**src/rtl/kyber_pkg.sv**
```systemverilog
// rtl/kyber_pkg.sv - Kyber arithmetic constants and conditional-subtract helper
package kyber_pkg;

  localparam int KYBER_Q   = 3329;
  localparam int BARRETT_M = 5039;
  localparam int BARRETT_K = 24;
  localparam int COEF_W    = 12;

  typedef logic [COEF_W-1:0] coef_t;

  // Maps x in [0, 2q) onto [0, q).
  function automatic coef_t csub(input logic [COEF_W:0] x);
    if (x >= (COEF_W+1)'(KYBER_Q)) begin
      return x[COEF_W-1:0] - COEF_W'(KYBER_Q);
    end
    return x[COEF_W-1:0];
  endfunction

endpackage

```
**src/rtl/mod_mul_barrett_pipe_if.sv**
```systemverilog
// rtl/mod_mul_barrett_pipe_if.sv - valid/ready operand and result bundle for the modular multiplier
interface mod_mul_barrett_pipe_if #(
  parameter int DATA_WIDTH = kyber_pkg::COEF_W,
  parameter int TAG_WIDTH  = 16
);

  logic                  flush;
  logic                  in_valid;
  logic                  in_ready;
  logic [DATA_WIDTH-1:0] a;
  logic [DATA_WIDTH-1:0] b;
  logic [TAG_WIDTH-1:0]  in_tag;
  logic                  out_valid;
  logic                  out_ready;
  logic [DATA_WIDTH-1:0] result;
  logic [TAG_WIDTH-1:0]  out_tag;

  modport master (
    output flush, in_valid, a, b, in_tag, out_ready,
    input  in_ready, out_valid, result, out_tag
  );

  modport slave (
    input  flush, in_valid, a, b, in_tag, out_ready,
    output in_ready, out_valid, result, out_tag
  );

endinterface

```
**src/rtl/mod_csub.sv**
```systemverilog
// rtl/mod_csub.sv - combinational conditional subtract of the modulus, shared with the adder
module mod_csub
  import kyber_pkg::*;
#(
  parameter int W = COEF_W,
  parameter int Q = KYBER_Q
) (
  input  logic [W:0]   x,
  output logic [W-1:0] y
);

  // Valid for x < 2Q: the low W bits of x-Q are exact when x >= Q.
  always_comb begin
    if (x >= (W+1)'(Q)) begin
      y = x[W-1:0] - W'(Q);
    end else begin
      y = x[W-1:0];
    end
  end

endmodule

```
**src/rtl/mod_mul_barrett_pipe.sv**
```systemverilog
// rtl/mod_mul_barrett_pipe.sv - three-stage Barrett modular multiplier with bubble-collapsing flow control
module mod_mul_barrett_pipe #(
  parameter int DATA_WIDTH = kyber_pkg::COEF_W,
  parameter int MODULUS    = kyber_pkg::KYBER_Q,
  parameter int BARRETT_M  = kyber_pkg::BARRETT_M,
  parameter int BARRETT_K  = kyber_pkg::BARRETT_K,
  parameter int TAG_WIDTH  = 16
) (
  input  logic                 clk,
  input  logic                 rst_n,
  mod_mul_barrett_pipe_if.slave bus
);

  localparam int DW  = DATA_WIDTH;
  localparam int PW  = 2 * DW;
  localparam int MW  = $clog2(BARRETT_M + 1);
  localparam int PMW = PW + MW;
  localparam int TW  = DW + 1;
  localparam int RW  = PW + 1;

  logic                 v1_q, v1_d, v2_q, v2_d, v3_q, v3_d;
  logic [PW-1:0]        p1_q, p1_d, p2_q, p2_d;
  logic [TW-1:0]        t2_q, t2_d;
  logic [DW-1:0]        res_q, res_d;
  logic [TAG_WIDTH-1:0] tag1_q, tag1_d, tag2_q, tag2_d, tag3_q, tag3_d;

  logic                 adv1, adv2, adv3, accept;
  logic [PMW-1:0]       pm;
  logic [RW-1:0]        tq;
  logic [TW-1:0]        r;
  logic [DW-1:0]        r_red;

  mod_csub #(.W(DW), .Q(MODULUS)) u_csub (
    .x (r),
    .y (r_red)
  );

  always_comb begin
    adv3   = !v3_q | bus.out_ready;
    adv2   = !v2_q | adv3;
    adv1   = !v1_q | adv2;
    accept = bus.in_valid & adv1 & !bus.flush;

    pm = PMW'(p1_q) * PMW'(BARRETT_M);
    tq = RW'(t2_q) * RW'(MODULUS);
    // Barrett quotient may be one short, so r lands in [0, 2q) and fits DW+1 bits.
    r  = TW'(RW'(p2_q) - tq);

    v1_d = v1_q;  p1_d = p1_q;  tag1_d = tag1_q;
    v2_d = v2_q;  p2_d = p2_q;  t2_d = t2_q;  tag2_d = tag2_q;
    v3_d = v3_q;  res_d = res_q;  tag3_d = tag3_q;

    if (adv1) begin
      v1_d   = accept;
      p1_d   = PW'(bus.a) * PW'(bus.b);
      tag1_d = bus.in_tag;
    end
    if (adv2) begin
      v2_d   = v1_q;
      p2_d   = p1_q;
      t2_d   = TW'(pm >> BARRETT_K);
      tag2_d = tag1_q;
    end
    if (adv3) begin
      v3_d   = v2_q;
      res_d  = r_red;
      tag3_d = tag2_q;
    end
    if (bus.flush) begin
      v1_d = 1'b0;
      v2_d = 1'b0;
      v3_d = 1'b0;
    end
  end

  always_ff @(posedge clk or negedge rst_n) begin
    if (!rst_n) begin
      v1_q   <= 1'b0;
      v2_q   <= 1'b0;
      v3_q   <= 1'b0;
      p1_q   <= '0;
      p2_q   <= '0;
      t2_q   <= '0;
      res_q  <= '0;
      tag1_q <= '0;
      tag2_q <= '0;
      tag3_q <= '0;
    end else begin
      v1_q   <= v1_d;
      v2_q   <= v2_d;
      v3_q   <= v3_d;
      p1_q   <= p1_d;
      p2_q   <= p2_d;
      t2_q   <= t2_d;
      res_q  <= res_d;
      tag1_q <= tag1_d;
      tag2_q <= tag2_d;
      tag3_q <= tag3_d;
    end
  end

  assign bus.in_ready  = adv1 & !bus.flush;
  assign bus.out_valid = v3_q;
  assign bus.result    = res_q;
  assign bus.out_tag   = tag3_q;

endmodule

```
**src/flat_wrapper.sv**
```systemverilog
// flat-port wrapper written by rule: the top's interface ports become plain ports
module mod_mul_barrett_pipe_flat 
#(
  parameter int DATA_WIDTH = kyber_pkg::COEF_W,
  parameter int MODULUS    = kyber_pkg::KYBER_Q,
  parameter int BARRETT_M  = kyber_pkg::BARRETT_M,
  parameter int BARRETT_K  = kyber_pkg::BARRETT_K,
  parameter int TAG_WIDTH  = 16
)
  (clk, rst_n, bus_flush, bus_in_valid, bus_a, bus_b, bus_in_tag, bus_out_ready, bus_in_ready, bus_out_valid, bus_result, bus_out_tag);
  mod_mul_barrett_pipe_if #(.DATA_WIDTH(DATA_WIDTH), .TAG_WIDTH(TAG_WIDTH)) bus_i ();
  input  logic clk;
  input  logic rst_n;
  input wire logic [$bits(bus_i.flush)-1:0] bus_flush;
  input wire logic [$bits(bus_i.in_valid)-1:0] bus_in_valid;
  input wire logic [$bits(bus_i.a)-1:0] bus_a;
  input wire logic [$bits(bus_i.b)-1:0] bus_b;
  input wire logic [$bits(bus_i.in_tag)-1:0] bus_in_tag;
  input wire logic [$bits(bus_i.out_ready)-1:0] bus_out_ready;
  output wire logic [$bits(bus_i.in_ready)-1:0] bus_in_ready;
  output wire logic [$bits(bus_i.out_valid)-1:0] bus_out_valid;
  output wire logic [$bits(bus_i.result)-1:0] bus_result;
  output wire logic [$bits(bus_i.out_tag)-1:0] bus_out_tag;
  assign bus_i.flush = bus_flush;
  assign bus_i.in_valid = bus_in_valid;
  assign bus_i.a = bus_a;
  assign bus_i.b = bus_b;
  assign bus_i.in_tag = bus_in_tag;
  assign bus_i.out_ready = bus_out_ready;
  assign bus_in_ready = bus_i.in_ready;
  assign bus_out_valid = bus_i.out_valid;
  assign bus_result = bus_i.result;
  assign bus_out_tag = bus_i.out_tag;
  mod_mul_barrett_pipe #(.DATA_WIDTH(DATA_WIDTH), .MODULUS(MODULUS), .BARRETT_M(BARRETT_M), .BARRETT_K(BARRETT_K), .TAG_WIDTH(TAG_WIDTH)) u_core (.clk(clk), .rst_n(rst_n), .bus(bus_i));
endmodule
```
**config.mk**
```make
export PLATFORM = sky130hd
export DESIGN_NAME = mod_mul_barrett_pipe_flat
export DESIGN_NICKNAME = d
export VERILOG_FILES = /design/src/rtl/kyber_pkg.sv /design/src/rtl/mod_mul_barrett_pipe_if.sv /design/src/rtl/mod_csub.sv /design/src/rtl/mod_mul_barrett_pipe.sv /design/src/flat_wrapper.sv
export SDC_FILE = /design/constraint.sdc
export NUM_CORES = 1
export LEC_CHECK = 0
export CAP_MARGIN = 30
export CORE_AREA = 5 5 162 203
export CTS_BUF_LIST = sky130_fd_sc_hd__clkbuf_8
export CTS_CLUSTER_DIAMETER = 80
export DETAILED_ROUTE_END_ITERATION = 8
export DIE_AREA = 0 0 167 208
export PLACE_DENSITY = 0.69
export SLEW_MARGIN = 20
export SYNTH_ARGS = -nofsm -noshare
export SYNTH_HDL_FRONTEND = slang
export SYNTH_SLANG_ARGS = --single-unit
```
**constraint.sdc**
```tcl
create_clock -name clk -period 15.2 [get_ports clk]
set_input_delay 3.04 -clock clk [delete_from_list [all_inputs] [get_ports clk]]
set_output_delay 3.04 -clock clk [all_outputs]
set_load 0.02 [all_outputs]
```
==> results of run 1 <==
[flip-flops by register name (all words and copies together), names as in the netlist]
signal,flops
u_core.p1_q,24
u_core.bus.out_tag,16
u_core.tag1_q,16
u_core.bus.out_valid,1
u_core.v2_q,1
u_core.p2_q,13
u_core.v1_q,1
u_core.bus.result,12
u_core.t2_q,13
u_core.tag2_q,16
[worst min path at each step]
stage | start | endpoint | slack [ns] | cells after the start
after floorplan | u_core.tag1_q[0] | u_core.tag1_q[0] | 0.44 | 2
after global placement | u_core.tag2_q[4] | u_core.tag2_q[4] | 0.45 | 2
after detailed placement | u_core.tag2_q[0] | u_core.tag2_q[0] | 0.45 | 2
after CTS | u_core.tag2_q[0] | u_core.tag2_q[0] | 0.47 | 2
after global routing | u_core.tag1_q[10] | u_core.tag2_q[10] | 0.49 | 2
final | u_core.bus.out_tag[1] | u_core.bus.out_tag[1] | 0.47 | 2
[critical path: stages]
cell             delay, ns
clkdlybuf4s50_1       0.68
and2_1                0.33
fa_1                  0.54
inv_1                 0.05
fa_1                  0.47
inv_1                 0.05
fa_1                  0.50
fa_1                  0.55
inv_1                 0.05
fa_1                  0.53
inv_1                 0.04
ha_1                  0.28
inv_1                 0.07
nor2_1                0.12
nor2_1                0.06
a211oi_1              0.33
nor2_1                0.09
a2111oi_0             0.81
and4_1                0.28
nor3_1                0.05
[cell usage in the layout, fill, tap and decap left out, drive strengths merged, types with 41 or more instances in the layout]
cell type / synthesis / layout
inv: 324 / 326
nand2: 299 / 299
fa: 233 / 233
ha: 220 / 220
dfrtp: 113 / 113
clkdlybuf4s50: 0 / 73
and2: 66 / 66
o21ai: 50 / 50
nor2: 44 / 44
a21oi: 41 / 41
[kinds of logic after synthesis]
| logic type | count (synthesis) |
|---|---|
| compound gates | 175 |
| fa+ha+maj | 453 |
| mux | 2 |
| simple gates | 479 |
| xor+xnor | 57 |
| buf+inv | 376 |
| flops | 113 |
[layout make-up]
type                            count  area share
Sequential cell                   113      0.1662
Timing Repair Buffer               82     0.04809
Clock buffer                       18     0.01456
Multi-Input combinational cell   1166      0.6601
Tap cell                          407     0.02993
Clock inverter                     14    0.009706
Inverter                          324     0.07147
[per-stage QoR]
step	utilization	cell area [um2]	hold slack [ns]	instances	setup slack (ns)
floorplan	-	15470	0.4386	1655	7.132
global placement	0.5393	16570	0.4487	2090	6.263
detailed placement	0.5398	16580	0.4549	2091	6.158
CTS	0.5533	17000	0.4715	2123	6.631
global route	0.5539	17020	0.4885	2124	6.292
finish	0.5539	17020	0.4660	2124	6.625
[routing by layer]
metal,track usage,part of all wire
met1,0.2188,0.40
met2,0.3562,0.53
met3,0.02791,0.036
met4,0.06153,0.028
met5,0,0
==> run_results.csv, run 1 <==
group,metric,value,unit
sta,finalSetupViolCount,0,
cts,cts_resized,0,
drt,ant_nets,0,
global_routing,track_usage,0.1891,
sta,fin_skew,0.01319,ns
synthesis,synth_xor_area_frac,0.03228,
die,die-area,34740,um2
sta,slew-limit-headroom,0.3498,
synthesis,synth_cell_types,64,
die,io_pins,75,
final_layout,diodes,0,
drt,drc,0,
synthesis,yosysMostFrequentCell,"inv_1",
synthesis,syn-instance-count,1655,
final_layout,fillCellCount,2722,
setup_path,critPathLaunchType,"input pin",
min_path,min_path_type,"reg -> reg",
drt,dr.first_iter.drc_count,617,
cts,cts.clk_slew.worst_paths,0.07,ns
sta,slew_violations,0,
sta,finalHoldViolations,0,
setup_path,crit_required,15.54,ns
cts,cts_tree,"yes",
drt,drt_wl_total,31570,um
cts,cts_root_buffer,"clkbuf_8",
global_routing,grt-ovfl-total,0,
synthesis,yosys.area_share.simple,0.1388,
synthesis,muxShareOfSynthArea,0.001375,
place,io_buffer_count,74,
synthesis,synth_area,15470,um2
setup_path,reg2reg_to,"u_core.t2_q[9]",
run,cap_violations,0,
drt,vias,10980,
synthesis,synth_adder_area_share,0.4795,
synthesis,synthesis.nets,2153,
global_routing,first_global_vias,11810,
die,core,30720,um2
sta,period_minus_slack,8.575,ns
synthesis,yosys.area.top_type,"fa_1",
global_routing,antenna_found_initial,0,
final_layout,fin_nets,2202,
place,place_congestion,0.8876,
die,num_rows,72,
synthesis,synth_top_family_by_area,"adder cells",
drt,dr.pass1.iters,5,
synthesis,syn_avg_cell_area,9.346,um2
synthesis,synth_edf_count,0,
setup_path,crit_arrival,8.91,ns
place,place_hpwl,26410,um
synthesis,synth_compound_area_frac,0.07394,
setup_path,reg2regPathDepth,17,
setup_path,endpoint_kind,"flip-flop",
synthesis,synth_ff_type,"dfrtp_1",
setup_path,crit_start,"bus_b[8]",
final_layout,area_growth,10.01,%
die,start_util,0.5035,
setup_path,critPathKind,"in -> reg",
setup_path,cp-endpoint,"u_core.p1_q[22]",
global_routing,grt_pass1_wl,54770,um
die,die_w,167,um
setup_path,r2r_slack,8.76,ns
cts,htreeDepth,4,
synthesis,synth_seq_area_share,0.1828,
cts,cts_setup_buffers,0,
cts,cts-buffers-inserted,17,
cts,clock_sinks,113,
synthesis,synth_area_leaders,"fa_1 (30%), dfrtp_1 (18%), ha_1 (18%), inv_1 (7.9%), nand2_1 (7.3%)",
final_layout,drive_gt1_frac,0.03262,
final_layout,multiInputGateArea,11230,um2
status,status,"complete, no violations",
sta,fin_crit_sh,0.5641,
drt,wire_per_inst,14.87,um
sta,rsz0062_at_grt,"false",
synthesis,synth_top_area_frac,0.3016,
setup_path,worstPathMaxFanout,12,
drt,via_per_inst,5.171,
synthesis,synthArstFlopShare,1.000,
sta,finalSetupTns,0,ns
sta,tightest_slew,0.9507,ns
synthesis,ys_ff_latch,113,
cts,cts_hold_buf,0,
cts,clkLatencyLatePin,0.45,ns
die,die_h,208,um
global_routing,grt_start_max_net_pins,69,
cts,clockBufferDepth,2,
sta,fmax,0.1166,GHz
setup_path,r2r_start,"u_core.p1_q[10]",
synthesis,synth_common_cells,"inv_1 (324), nand2_1 (299), fa_1 (233)",
final_layout,seq_area,2828,um2
synthesis,yosys_warnings,0,
Power of run 1 is not shown: default switching activity piles up to over one toggle a cycle in this logic, so the estimate is an artifact.
==> run 2: changes to the inputs <==
Settings changed: PLACE_DENSITY 0.69 to 0.71.
Clock period 15.2 ns to 7 ns, I/O delays scaled along.
==> run 2 against run 1 <==
Effect of this change: global-route usage is 0.34 points higher; die area stayed put; critical endpoint unchanged; via count about the same; register-to-register slack worse by 8.2 ns; setup slack lost 6.1 ns.
==> run_results.csv, run 2 (same netlist as run 1, synthesis figures left out) <==
group,metric,value,unit
setup_path,cp_num_buf_inv,7,
cts,htreeDepth,4,
setup_path,max_stage_delay,0.74,ns
drt,via_per_inst,5.106,
cts,cts_tree,"yes",
sta,rsz0062_at_grt,"false",
setup_path,reg2reg_to,"u_core.t2_q[9]",
final_layout,fin_nets,2229,
cts,cts.clk_slew.worst_paths,0.08,ns
run,cap_violations,0,
drt,dr.first_iter.drc_count,511,
final_layout,seq_area,2828,um2
place,place_congestion,0.9559,
setup_path,crit_required,7.35,ns
min_path,hold_depth,2,
setup_path,r2r_slack,0.54,ns
cts,cts_setup_buffers,0,
global_routing,grt_start_max_net_pins,62,
die,start_util,0.5035,
drt,drt_wl_total,31950,um
sta,fin_crit_sh,0.9226,
cts,cts_resized,0,
die,die_w,167,um
final_layout,largest_register_ff_count,24,
cts,clkLatencyLatePin,0.47,ns
sta,slew-limit-headroom,0.4134,
setup_path,r2r_start,"u_core.p1_q[11]",
setup_path,crit_arrival,6.80,ns
sta,fmax,0.1548,GHz
drt,drc,0,
sta,fin_skew,0.01878,ns
setup_path,endpoint_kind,"flip-flop",
setup_path,reg2regPathDepth,17,
status,status,"complete, no violations",
drt,ant_nets,0,
sta,tightest_slew,0.8737,ns
global_routing,first_global_vias,11780,
global_routing,grt-ovfl-total,0,
place,io_buffer_count,74,
cts,cts_root_buffer,"clkbuf_8",
final_layout,top_register,"u_core.p1_q",
final_layout,area_growth,11.37,%
final_layout,multiInputGateArea,11230,um2
setup_path,worstPathMaxFanout,12,
final_layout,layout_commonest_cell,"inv_1",
setup_path,cp_slowest_cell,"clkdlybuf4s50_1",
sta,slew_violations,0,
setup_path,critPathKind,"in -> reg",
drt,wire_per_inst,14.86,um
die,die-area,34740,um2
global_routing,grt_pass1_wl,55690,um
final_layout,fillCellCount,2692,
min_path,hold_end,"u_core.bus.out_tag[7]",
place,place_hpwl,26810,um
setup_path,cpLargestDelayFamily,"adder cells",
sta,finalSetupViolCount,0,
final_layout,drive_gt1_frac,0.04762,
die,core,30720,um2
final_layout,mostFrequentLayoutCells,"inv_1 (324), nand2_1 (299), fa_1 (233)",
cts,cts_hold_buf,0,
die,die_h,208,um
die,num_rows,72,
drt,vias,10980,
setup_path,critPathLaunchType,"input pin",
drt,dr.pass1.iters,7,
global_routing,track_usage,0.1925,
cts,clockBufferDepth,2,
sta,finalSetupTns,0,ns
sta,finalHoldViolations,0,
cts,clock_sinks,113,
die,io_pins,75,
sta,period_minus_slack,6.458,ns
min_path,min_from,"u_core.bus.out_tag[7]",
setup_path,crit_chain,"clkdlybuf4s50_1 -> nand2_1 -> fa_1 -> inv_1 -> fa_1 -> inv_1 -> fa_1 -> inv_1 -> fa_1 -> inv_1 -> fa_1 -> inv_1 -> ha_1 -> nor2_1 -> nor2_1 -> nor2_1 -> a211oi_1 -> nor2_1 -> a2111oi_0 -> buf_4 -> and4_1 -> nor3_1",
final_layout,diodes,0,
global_routing,antenna_found_initial,0,
min_path,min_path_type,"reg -> reg",
cts,cts-buffers-inserted,17,
[run 2: changes by cell type in the layout (fill, tap and decap cells not counted), sizes merged]
cell,change
buf,+27
bufinv,+1
clkinvlp,-2
[run 2: per-stage QoR]
stage          hold slack (ns)  cells  cell area (um2)  utilization  setup slack [ns]
6_report                0.4698   2150            17230       0.5608            0.5415
5_1_grt                 0.4881   2150            17230       0.5608            0.1137
4_1_cts                 0.4704   2149            17210       0.5603            0.4580
3_5_place_dp            0.4549   2118            16780       0.5462           0.04406
3_3_place_gp            0.4478   2118            16780       0.5462            0.1280
2_1_floorplan           0.4386   1655            15470            -            0.5723
[run 2: worst max path at each step]
| stage | start | endpoint | slack (ns) | cells past startpoint |
|---|---|---|---|---|
| after floorplan | bus_b[5] | u_core.p1_q[22] | 0.57 | 21 |
| after global placement | bus_b[3] | u_core.p1_q[22] | 0.13 | 22 |
| after detailed placement | bus_b[3] | u_core.p1_q[21] | 0.04 | 19 |
| after CTS | u_core.p1_q[11] | u_core.t2_q[9] | 0.46 | 17 |
| after global routing | u_core.p1_q[11] | u_core.t2_q[9] | 0.11 | 18 |
| final | bus_b[3] | u_core.p1_q[22] | 0.54 | 22 |
[run 2: cell type report]
class	instances	area share
flip-flops and latches	113	0.1641
repair buffers	109	0.05854
multi-input cells	1166	0.6520
inverters	324	0.07060
clock inverters	13	0.01075
well taps	407	0.02956
clock buffers	18	0.01438
[run 2: layer usage]
layer  GRT usage  vias up  part of all wire  wire (um)
met2      0.3536      192              0.53      17030
met1      0.2296     5399              0.41      13030
li1            -     5319                 -          -
met3     0.02013       67             0.027        871
met5           0        -                 0          0
met4     0.07762        0             0.032       1012
[run 2: worst register-to-register path, stage by stage, from the launching register on]
cell,delay [ns]
dfrtp_1,0.71
fa_1,0.57
fa_1,0.56
fa_1,0.46
fa_1,0.55
inv_1,0.06
fa_1,0.50
inv_1,0.05
ha_1,0.30
o21ai_0,0.14
or3_1,0.48
a2111oi_0,0.75
buf_4,0.23
or3b_2,0.16
nor4b_1,0.36
o31a_1,0.21
nor3_1,0.05
o31ai_1,0.21
Power of run 2 is left out for the same reason.
